### src/rtl/rca_pkg.sv
// Shared constants, FSM state type and sizing helper for the multi-precision RCA sequencer.
package rca_pkg;

  localparam int unsigned WORD_W = 32;

  typedef enum logic [1:0] {
    IDLE = 2'd0,
    ADD  = 2'd1,
    DONE = 2'd2
  } state_t;

  // Word-index counter width; never narrower than one bit.
  function automatic int unsigned idx_width(input int unsigned words);
    return (words <= 1) ? 1 : $clog2(words);
  endfunction

endpackage

### src/rtl/rca_mp_seq_if.sv
// Operand/result handshake bundle for rca_mp_seq; master is the producer/consumer side.
interface rca_mp_seq_if import rca_pkg::*; #(
  parameter int unsigned WORDS = 4
);
  localparam int unsigned W = WORD_W * WORDS;

  logic         in_valid;
  logic         in_ready;
  logic [W-1:0] a;
  logic [W-1:0] b;
  logic         cin;
  logic         op_sub;
  logic         out_valid;
  logic         out_ready;
  logic [W-1:0] sum;
  logic         cout;
  logic         busy;

  modport master (
    output in_valid, a, b, cin, op_sub, out_ready,
    input  in_ready, out_valid, sum, cout, busy
  );

  modport slave (
    input  in_valid, a, b, cin, op_sub, out_ready,
    output in_ready, out_valid, sum, cout, busy
  );

endinterface

### src/rtl/rca_mp_seq_rca32.sv
// 32-bit ripple-carry adder; the single shared datapath of the sequencer.
module rca_32 import rca_pkg::*; (
  input  logic [WORD_W-1:0] a,
  input  logic [WORD_W-1:0] b,
  input  logic              cin,
  output logic [WORD_W-1:0] sum,
  output logic              cout
);

  logic c;

  // Carry ripples bit by bit from LSB to MSB.
  always_comb begin
    c   = cin;
    sum = '0;
    for (int i = 0; i < int'(WORD_W); i++) begin
      sum[i] = a[i] ^ b[i] ^ c;
      c      = (a[i] & b[i]) | (c & (a[i] ^ b[i]));
    end
    cout = c;
  end

endmodule

### src/rtl/rca_mp_seq.sv
// Multi-precision add/subtract: reuses one rca_32 for WORDS cycles, LS word first.
module rca_mp_seq import rca_pkg::*; #(
  parameter int unsigned WORDS = 4
) (
  input  logic        clk,
  input  logic        rst_n,
  rca_mp_seq_if.slave bus
);

  localparam int unsigned W     = WORD_W * WORDS;
  localparam int unsigned IDX_W = idx_width(WORDS);
  localparam logic [IDX_W-1:0] IDX_LAST = IDX_W'(WORDS - 1);

  state_t state, state_nxt;

  logic [IDX_W-1:0] idx_q;
  logic             carry_q;
  logic [W-1:0]     a_q;
  logic [W-1:0]     b_q;
  logic [W-1:0]     sum_q;
  logic             cout_q;
  logic             in_ready_q;
  logic             out_valid_q;
  logic             busy_q;

  logic             in_ready_d;
  logic             out_valid_d;
  logic             busy_d;

  logic [WORD_W-1:0] a_word;
  logic [WORD_W-1:0] b_word;
  logic [WORD_W-1:0] s_word;
  logic              c_word;
  logic              accept;
  logic              last_word;

  assign accept    = (state == IDLE) && bus.in_valid;
  assign last_word = (idx_q == IDX_LAST);
  assign a_word    = a_q[idx_q*WORD_W +: WORD_W];
  assign b_word    = b_q[idx_q*WORD_W +: WORD_W];

  rca_32 u_rca (
    .a    (a_word),
    .b    (b_word),
    .cin  (carry_q),
    .sum  (s_word),
    .cout (c_word)
  );

  // State register plus registered handshake flags.
  always_ff @(posedge clk) begin
    if (!rst_n) begin
      state       <= IDLE;
      in_ready_q  <= 1'b1;
      out_valid_q <= 1'b0;
      busy_q      <= 1'b0;
    end else begin
      state       <= state_nxt;
      in_ready_q  <= in_ready_d;
      out_valid_q <= out_valid_d;
      busy_q      <= busy_d;
    end
  end

  // Next-state logic.
  always_comb begin
    state_nxt = state;
    case (state)
      IDLE:    if (bus.in_valid)  state_nxt = ADD;
      ADD:     if (last_word)     state_nxt = DONE;
      DONE:    if (bus.out_ready) state_nxt = IDLE;
      default: state_nxt = IDLE;
    endcase
  end

  // Flags are decoded from the upcoming state so they can be registered.
  always_comb begin
    in_ready_d  = 1'b0;
    out_valid_d = 1'b0;
    busy_d      = 1'b0;
    case (state_nxt)
      IDLE:    in_ready_d  = 1'b1;
      ADD:     busy_d      = 1'b1;
      DONE:    out_valid_d = 1'b1;
      default: in_ready_d  = 1'b1;
    endcase
  end

  // Operand capture and word-serial accumulation; subtract folds in as ~b + 1.
  always_ff @(posedge clk) begin
    if (!rst_n) begin
      idx_q   <= '0;
      carry_q <= 1'b0;
      a_q     <= '0;
      b_q     <= '0;
      sum_q   <= '0;
      cout_q  <= 1'b0;
    end else begin
      if (accept) begin
        a_q     <= bus.a;
        b_q     <= bus.op_sub ? ~bus.b : bus.b;
        carry_q <= bus.op_sub | bus.cin;
        idx_q   <= '0;
      end else if (state == ADD) begin
        sum_q[idx_q*WORD_W +: WORD_W] <= s_word;
        carry_q <= c_word;
        idx_q   <= idx_q + IDX_W'(1);
        if (last_word) begin
          cout_q <= c_word;
        end
      end
    end
  end

  assign bus.in_ready  = in_ready_q;
  assign bus.out_valid = out_valid_q;
  assign bus.busy      = busy_q;
  assign bus.sum       = sum_q;
  assign bus.cout      = cout_q;

endmodule

### src/flat_wrapper.sv
// flat-port wrapper written by rule: the top's interface ports become plain ports
module rca_mp_seq_flat import rca_pkg::*;
#(
  parameter int unsigned WORDS = 4
)
  (clk, rst_n, bus_in_valid, bus_a, bus_b, bus_cin, bus_op_sub, bus_out_ready, bus_in_ready, bus_out_valid, bus_sum, bus_cout, bus_busy);
  rca_mp_seq_if #(.WORDS(WORDS)) bus_i ();
  input  logic clk;
  input  logic rst_n;
  input wire logic [$bits(bus_i.in_valid)-1:0] bus_in_valid;
  input wire logic [$bits(bus_i.a)-1:0] bus_a;
  input wire logic [$bits(bus_i.b)-1:0] bus_b;
  input wire logic [$bits(bus_i.cin)-1:0] bus_cin;
  input wire logic [$bits(bus_i.op_sub)-1:0] bus_op_sub;
  input wire logic [$bits(bus_i.out_ready)-1:0] bus_out_ready;
  output wire logic [$bits(bus_i.in_ready)-1:0] bus_in_ready;
  output wire logic [$bits(bus_i.out_valid)-1:0] bus_out_valid;
  output wire logic [$bits(bus_i.sum)-1:0] bus_sum;
  output wire logic [$bits(bus_i.cout)-1:0] bus_cout;
  output wire logic [$bits(bus_i.busy)-1:0] bus_busy;
  assign bus_i.in_valid = bus_in_valid;
  assign bus_i.a = bus_a;
  assign bus_i.b = bus_b;
  assign bus_i.cin = bus_cin;
  assign bus_i.op_sub = bus_op_sub;
  assign bus_i.out_ready = bus_out_ready;
  assign bus_in_ready = bus_i.in_ready;
  assign bus_out_valid = bus_i.out_valid;
  assign bus_sum = bus_i.sum;
  assign bus_cout = bus_i.cout;
  assign bus_busy = bus_i.busy;
  rca_mp_seq #(.WORDS(WORDS)) u_core (.clk(clk), .rst_n(rst_n), .bus(bus_i));
endmodule
### config.mk
export PLATFORM = sky130hd
export DESIGN_NAME = rca_mp_seq_flat
export DESIGN_NICKNAME = d
export VERILOG_FILES = /design/src/rtl/rca_pkg.sv /design/src/rtl/rca_mp_seq_if.sv /design/src/rtl/rca_mp_seq_rca32.sv /design/src/rtl/rca_mp_seq.sv /design/src/flat_wrapper.sv
export SDC_FILE = /design/constraint.sdc
export NUM_CORES = 1
export LEC_CHECK = 0
export CAP_MARGIN = 5
export CORE_MARGIN = 2
export CORE_UTILIZATION = 56
export CTS_BUF_LIST = sky130_fd_sc_hd__clkbuf_4
export DETAILED_ROUTE_END_ITERATION = 7
export GPL_TIMING_DRIVEN = 0
export PLACE_DENSITY_LB_ADDON = 0.08
export SETUP_SLACK_MARGIN = 0.2
export SLEW_MARGIN = 30
export SYNTH_ARGS = -nofsm -noshare
export SYNTH_HDL_FRONTEND = slang
export SYNTH_SLANG_ARGS = --single-unit
### constraint.sdc
create_clock -name clk -period 35.4 [get_ports clk]
set_input_delay 8.85 -clock clk [delete_from_list [all_inputs] [get_ports clk]]
set_output_delay 8.85 -clock clk [all_outputs]
set_load 0.01 [all_outputs]
==> metrics.yaml, run 1 <==
clock_network:
  cts_tree: "built"
  post_cts_resized: 0
  post_cts_buffers: 0
  cts-root-buf: "clkbuf_4"
  numCtsBuffers: 97
  hold_buffers: 0
  clk_pin_slew_ns: 0.06
  htree_levels: 3
  cts_num_sinks: 393
  cts.path.max_buffers: 3
  worstSkewPairLatency_ns: 0.75
critical_path:
  cp_slowest_cell: "fa_1"
  start_kind: "flip-flop"
  reg2reg_to: "u_core.bus.sum[63]$_SDFFE_PN0P_"
  reg2reg_depth: 42
  worstPathMaxFanout: 10
  critPathMaxStageDelay_ns: 0.54
  rrSetupSlack_ns: 21.56
  cp-end-kind: "flip-flop"
  critPathRequiredTime_ns: 36.01
  critical_path_class: "reg -> reg"
  worstPathArrival_ns: 14.45
  r2r-start: "u_core.idx_q[1]$_SDFFE_PP0P_"
  cp_common_cell: "fa_1"
die:
  dieHeight_um: 181
  die_width_um: 181
  dieArea_um2: 32700
  fp.coreArea_um2: 30700
  initial_core_util_pct: 57.1
  num_rows: 64
  io_pins: 394
synthesis:
  seq_area_frac_synth_pct: 44.9
  synth_flop_cell: "dfxtp_1"
  avgSynthCellArea_um2: 10.5
  synth_nets: 1967
  yosysMostFrequentCell: "dfxtp_1"
  synthDominantCellAreaShare_pct: 44.9
  ys_async_sr_fraction_pct: 0
  synth_commonest_cells: "393 x dfxtp_1, 391 x nand2_1, 128 x o211a_1, 128 x xnor2_1, 104 x a21boi_1"
  synth_cell_types: 34
  synth-edff-count: 0
  netlist_area_um2: 17500
  ys_top_cells_by_area: "dfxtp_1 45%, nand2_1 8.4%, mux4_2 8.2%, o211a_1 7.3%, xnor2_1 6.4%"
  netlist_instances: 1665
  synth-seq-cells: 393
  synth_top_cell_by_area: "dfxtp_1"
  ys_warn_count: 0
drt:
  first_iter_violations: 1202
  drc: 0
  ant_nets: 0
  drt-vias-per-instance: 5.78
  wl_per_cell_um: 21.5
  dr_total_vias: 15200
  wirelength_mm: 56.6
  firstDrtPassIters: 5
hold_path:
  holdPathEnd: "u_core.a_q[33]$_SDFFE_PN0P_"
  hold_class: "reg -> reg"
  hold_depth: 2
  hp-start: "u_core.a_q[33]$_SDFFE_PN0P_"
run:
  maxCapViolations: 0
layout:
  area_growth_pct: 32.1
  finalInstanceArea_um2: 23100
  nFillCells: 2203
  fin_nets: 2457
  drive_gt1_share_pct: 15.1
sta:
  drv_slew: 0
  worstMarginPinSlew_ns: 0.850
  fmax_mhz: 72.3
  tns_ns: 0
  skew_ns: 0.0578
  setup-violations-final: 0
  rsz0062_at_grt: "false"
  period_needed_ns: 13.84
  relSlewSlack_pct: 43.3
  timing.hold.ws_ns: 0.453
  fin_ws_ns: 21.56
  hold_viol: 0
  finalCritPeriodShare_pct: 39.1
global_route:
  grt_pass1_wl_mm: 84.3
  overflow: 0
  grt_max_degree: 15
  antenna_found_initial: 4
  grt_use_total_pct: 33.5
  grt_pass1_vias: 15200
placed_design:
  post-place-ws_ns: 21.74
  portBuffers: 391
  dp_hpwl_mm: 43.5
  place_area_um2: 21900
  gp_congestion: 0.934
pwr:
  peakVddDrop_mv: 0.0252
  p_total_mw: 1.04
  p_leak_nw: 9.84
  power.density_nw_per_um2: 45.0
outcome:
  outcome: "complete, no violations"
[cell usage in the layout, fill, tap and decap left out, types with 16 or more instances in the layout]
cell	instances
clkdlybuf4s50_1	391
clkinv_1	26
o211a_1	128
clkbuf_1	37
buf_2	91
mux4_2	64
fa_1	32
xnor2_1	128
clkbuf_4	139
a32o_1	32
dfxtp_1	393
a21boi_0	26
a22o_1	96
a21boi_1	104
nor2b_1	27
nand2_1	391
inv_1	60
buf_6	16
[flip-flops by register name, indices dropped and copies added (netlist names)]
name,cells
u_core.b_q,128
u_core.carry_q,1
u_core.bus.busy,1
u_core.state,2
u_core.bus.cout,1
u_core.bus.in_ready,1
u_core.a_q,128
u_core.bus.out_valid,1
u_core.idx_q,2
u_core.bus.sum,128
[worst max path at each step]
stage / start / to / cells after the start
2_1_floorplan: u_core.idx_q[0]$_SDFFE_PP0P_ / u_core.bus.sum[127]$_SDFFE_PN0P_ / 43
3_3_place_gp: u_core.idx_q[1]$_SDFFE_PP0P_ / u_core.bus.sum[63]$_SDFFE_PN0P_ / 42
3_5_place_dp: u_core.idx_q[1]$_SDFFE_PP0P_ / u_core.bus.sum[95]$_SDFFE_PN0P_ / 42
4_1_cts: u_core.idx_q[1]$_SDFFE_PP0P_ / u_core.bus.sum[31]$_SDFFE_PN0P_ / 42
5_1_grt: u_core.idx_q[1]$_SDFFE_PP0P_ / u_core.bus.sum[127]$_SDFFE_PN0P_ / 42
6_report: u_core.idx_q[1]$_SDFFE_PP0P_ / u_core.bus.sum[63]$_SDFFE_PN0P_ / 42
[where the power goes]
part / switching, mW / internal (mW) / leakage (nW) / total (mW)
registers: 0.0149 / 0.467 / 3.22 / 0.482
clock network: 0.188 / 0.182 / 0.717 / 0.370
logic: 0.0995 / 0.0901 / 5.91 / 0.190
total: 0.302 / 0.739 / 9.84 / 1.04
[metal layers]
| layer | up-vias | GRT usage, % | part of all wire [%] |
|---|---|---|---|
| met5 | - | 0 | 0.062 |
| met4 | 4 | 17.7 | 4.9 |
| met3 | 159 | 7.94 | 9.6 |
| met2 | 890 | 54.4 | 47 |
| met1 | 7333 | 41.6 | 39 |
| li1 | 6816 | - | - |
[stage by stage]
| stage | instances | util [%] |
|---|---|---|
| final | 2629 | 75.5 |
| after global placement | 2452 | 71.5 |
| after global routing | 2628 | 75.4 |
| after CTS | 2627 | 75.4 |
| after detailed placement | 2452 | 71.5 |
| after floorplan | 1665 | - |
[critical path: cells and delay by family, from the launching register on]
kind                       cells  cell delay, ns
AOI/OAI and AO/OA              1            0.27
adders and majority gates     32           11.40
buffers and inverters          8            1.25
DFF                            1            0.47
muxes                          1            0.30
[final cells by class]
cell class	instances	area [um2]	area share [%]
multi-input combinational	1063	8620	37.3
sequential	393	7870	34.0
timing repair buffer	391	3910	16.9
clock buffer	139	1040	4.51
buffer	149	808	3.49
tap	396	495	2.14
inverter	60	225	0.973
clock inverter	36	159	0.687
antenna	2	5.00	0.0216
[logic make-up (layout without fill, tap and decap cells)]
family	after synthesis	count (layout)	share of synthesized area (%)
and+or+nand+nor	434	434	10.3
AOI/OAI and AO/OA	397	397	20.1
muxes	64	64	8.23
xor gates and xnor gates	128	128	6.40
buffers and inverters	209	775	5.90
DFF	393	393	44.9
other	0	2	0
adders and majority gates	40	40	4.23
(Power assumes the default switching activity.)
==> inputs of run 2 (changes only) <==
--- a/config.mk
+++ b/config.mk
@@ -7,7 +7,7 @@
 export LEC_CHECK = 0
 export CAP_MARGIN = 5
 export CORE_MARGIN = 2
-export CORE_UTILIZATION = 56
+export CORE_UTILIZATION = 52
 export CTS_BUF_LIST = sky130_fd_sc_hd__clkbuf_4
 export DETAILED_ROUTE_END_ITERATION = 7
 export GPL_TIMING_DRIVEN = 0
==> constraint.sdc (replaced) <==
create_clock -name clk -period 13.76 [get_ports clk]
set_input_delay 3.44 -clock clk [delete_from_list [all_inputs] [get_ports clk]]
set_output_delay 3.44 -clock clk [all_outputs]
set_load 0.01 [all_outputs]
==> metrics.yaml, run 2 (same netlist as run 1, synthesis figures left out) <==
placed_design:
  dp_hpwl_mm: 44.0  # +1.1%
  portBuffers: 391  # unchanged
  gp_congestion: 0.916  # -1.9%
sta:
  drv_slew: 0  # unchanged
  rsz0062_at_grt: "false"
  period_needed_ns: 13.20  # -0.639 ns
  tns_ns: 0  # unchanged
  hold_viol: 0  # unchanged
  setup-violations-final: 0  # unchanged
  skew_ns: 0.0499  # -0.00787 ns
  relSlewSlack_pct: 42.4  # -0.99 points
  worstMarginPinSlew_ns: 0.865  # +0.0148 ns
  finalCritPeriodShare_pct: 95.9  # +57 points
  fmax_mhz: 75.8  # +4.8%
critical_path:
  worstPathMaxFanout: 10  # unchanged
  rrSetupSlack_ns: 0.56  # -21.00 ns
  critPathRequiredTime_ns: 14.37  # -21.64 ns
  r2r-start: "u_core.idx_q[0]$_SDFFE_PP0P_"
  critical_path_class: "reg -> reg"
  worstPathArrival_ns: 13.81  # -0.64 ns
  critPathMaxStageDelay_ns: 0.49  # -0.05 ns
  start_kind: "flip-flop"
  cp_slowest_cell: "fa_2"
  reg2reg_to: "u_core.bus.sum[127]$_SDFFE_PN0P_"
  reg2reg_depth: 43  # +2.4%
  cp_common_cell: "fa_1"
  cp-end-kind: "flip-flop"
pwr:
  p_total_mw: 2.66  # +160%
  power.density_nw_per_um2: 115  # +150%
  peakVddDrop_mv: 0.0709  # +180%
  p_leak_nw: 9.81  # -0.37%
clock_network:
  hold_buffers: 0  # unchanged
  post_cts_buffers: 0  # unchanged
  numCtsBuffers: 96  # -1.0%
  worstSkewPairLatency_ns: 0.75  # about the same
  clk_pin_slew_ns: 0.07  # about the same
  htree_levels: 3  # unchanged
  cts_tree: "built"
  cts.path.max_buffers: 3  # unchanged
  cts-root-buf: "clkbuf_4"
  cts_num_sinks: 393  # unchanged
layout:
  drive_gt1_share_pct: 15.1  # about the same
  fin_nets: 2456  # -0.041%
  area_growth_pct: 32.4
  layout_common_cells: "391 x nand2_1, 391 x clkdlybuf4s50_1, 391 x dfxtp_1"
die:
  dieHeight_um: 188  # +3.7%
  die_width_um: 188  # +3.7%
  fp.coreArea_um2: 33400  # +8.8%
  io_pins: 394  # unchanged
  dieArea_um2: 35200  # +7.5%
  num_rows: 67  # +4.7%
  initial_core_util_pct: 52.5  # -4.6 points
hold_path:
  hold_class: "reg -> reg"
  hp-start: "u_core.a_q[42]$_SDFFE_PN0P_"
  holdPathEnd: "u_core.a_q[42]$_SDFFE_PN0P_"
  hold_depth: 2  # unchanged
drt:
  drt-vias-per-instance: 5.55  # -4.1%
  firstDrtPassIters: 5  # unchanged
  dr_total_vias: 14800  # -2.7%
  wl_per_cell_um: 21.3  # -0.98%
  wirelength_mm: 56.9  # +0.49%
  drc: 0  # unchanged
  first_iter_violations: 1085  # -9.7%
  ant_nets: 0  # unchanged
global_route:
  grt_max_degree: 15  # unchanged
  grt_pass1_wl_mm: 84.9  # +0.66%
  antenna_found_initial: 6  # +2
  grt_use_total_pct: 31.8  # -1.8 points
  overflow: 0  # unchanged
  grt_pass1_vias: 14700  # -3.0%
run:
  maxCapViolations: 0  # unchanged
outcome:
  outcome: "complete, no violations"
## run 2: changes by cell type in the layout (fill, tap and decap cells not counted), sizes merged
cell	delta
clkbuf	-8
bufinv	+1
clkinv	-8
clkinvlp	+1
diode	+1
## run 2: how the worst max path moves through the flow
stage / depth (start not counted) / slack, ns / endpoint / from
2_1_floorplan: 43 / 1.35 / u_core.bus.sum[127]$_SDFFE_PN0P_ / u_core.idx_q[0]$_SDFFE_PP0P_
3_3_place_gp: 42 / 0.18 / u_core.bus.sum[95]$_SDFFE_PN0P_ / u_core.idx_q[1]$_SDFFE_PP0P_
3_5_place_dp: 42 / 0.08 / u_core.bus.sum[63]$_SDFFE_PN0P_ / u_core.idx_q[1]$_SDFFE_PP0P_
4_1_cts: 43 / 0.25 / u_core.bus.sum[127]$_SDFFE_PN0P_ / u_core.idx_q[0]$_SDFFE_PP0P_
5_1_grt: 43 / 0.20 / u_core.bus.sum[63]$_SDFFE_PN0P_ / u_core.idx_q[0]$_SDFFE_PP0P_
6_report: 43 / 0.56 / u_core.bus.sum[127]$_SDFFE_PN0P_ / u_core.idx_q[0]$_SDFFE_PP0P_
## run 2: power breakdown
group	internal [mW]	switching (mW)	leakage, nW
combinational	0.235	0.256	5.91
clock	0.459	0.470	0.675
sequential	1.20	0.0376	3.22
total	1.90	0.763	9.81
## run 2: layout make-up
type | instances | area (um2)
clock inverter | 30 | 160
fill | 2730 | 10200
tap | 448 | 561
multi-input combinational | 1063 | 8640
inverter | 60 | 225
sequential | 393 | 7870
timing repair buffer | 391 | 3910
antenna | 3 | 7.51
buffer | 149 | 845
clock buffer | 131 | 983
## run 2: metrics by stage
step / std cells / hold WS [ns] / cell area (um2) / util (%) / setup slack, ns
CTS: 2665 / 0.451 / 23100 / 69.4 / 0.253
detailed placement: 2504 / 0.442 / 22000 / 65.9 / 0.0761
floorplan: 1665 / 0.432 / 17500 / - / 1.35
finish: 2668 / 0.452 / 23200 / 69.5 / 0.562
global route: 2666 / 0.468 / 23200 / 69.5 / 0.195
global placement: 2504 / 0.438 / 22000 / 65.9 / 0.182
## run 2: worst max-delay path: cells and delay by family, from the launching register on
family / cells / cell delay, ns
AOI/OAI and AO/OA: 1 / 0.25
adders and majority gates: 32 / 11.26
buffers and inverters: 9 / 0.89
DFF: 1 / 0.35
muxes: 1 / 0.33
## run 2: routing by layer
metal / part of all wire (%) / vias up / wire length [um] / track usage [%]
li1: - / 6802 / - / -
met1: 40 / 7149 / 23000 / 40.4
met2: 47 / 705 / 26500 / 51.4
met3: 8.5 / 139 / 4860 / 7.67
met4: 4.4 / 2 / 2520 / 14.6
met5: 0.023 / - / 13 / 0
## run 2: repair_timing
item	CTS	global route
resized for setup	3	14
setup endpoints to repair	4	9
pin swaps	0	1
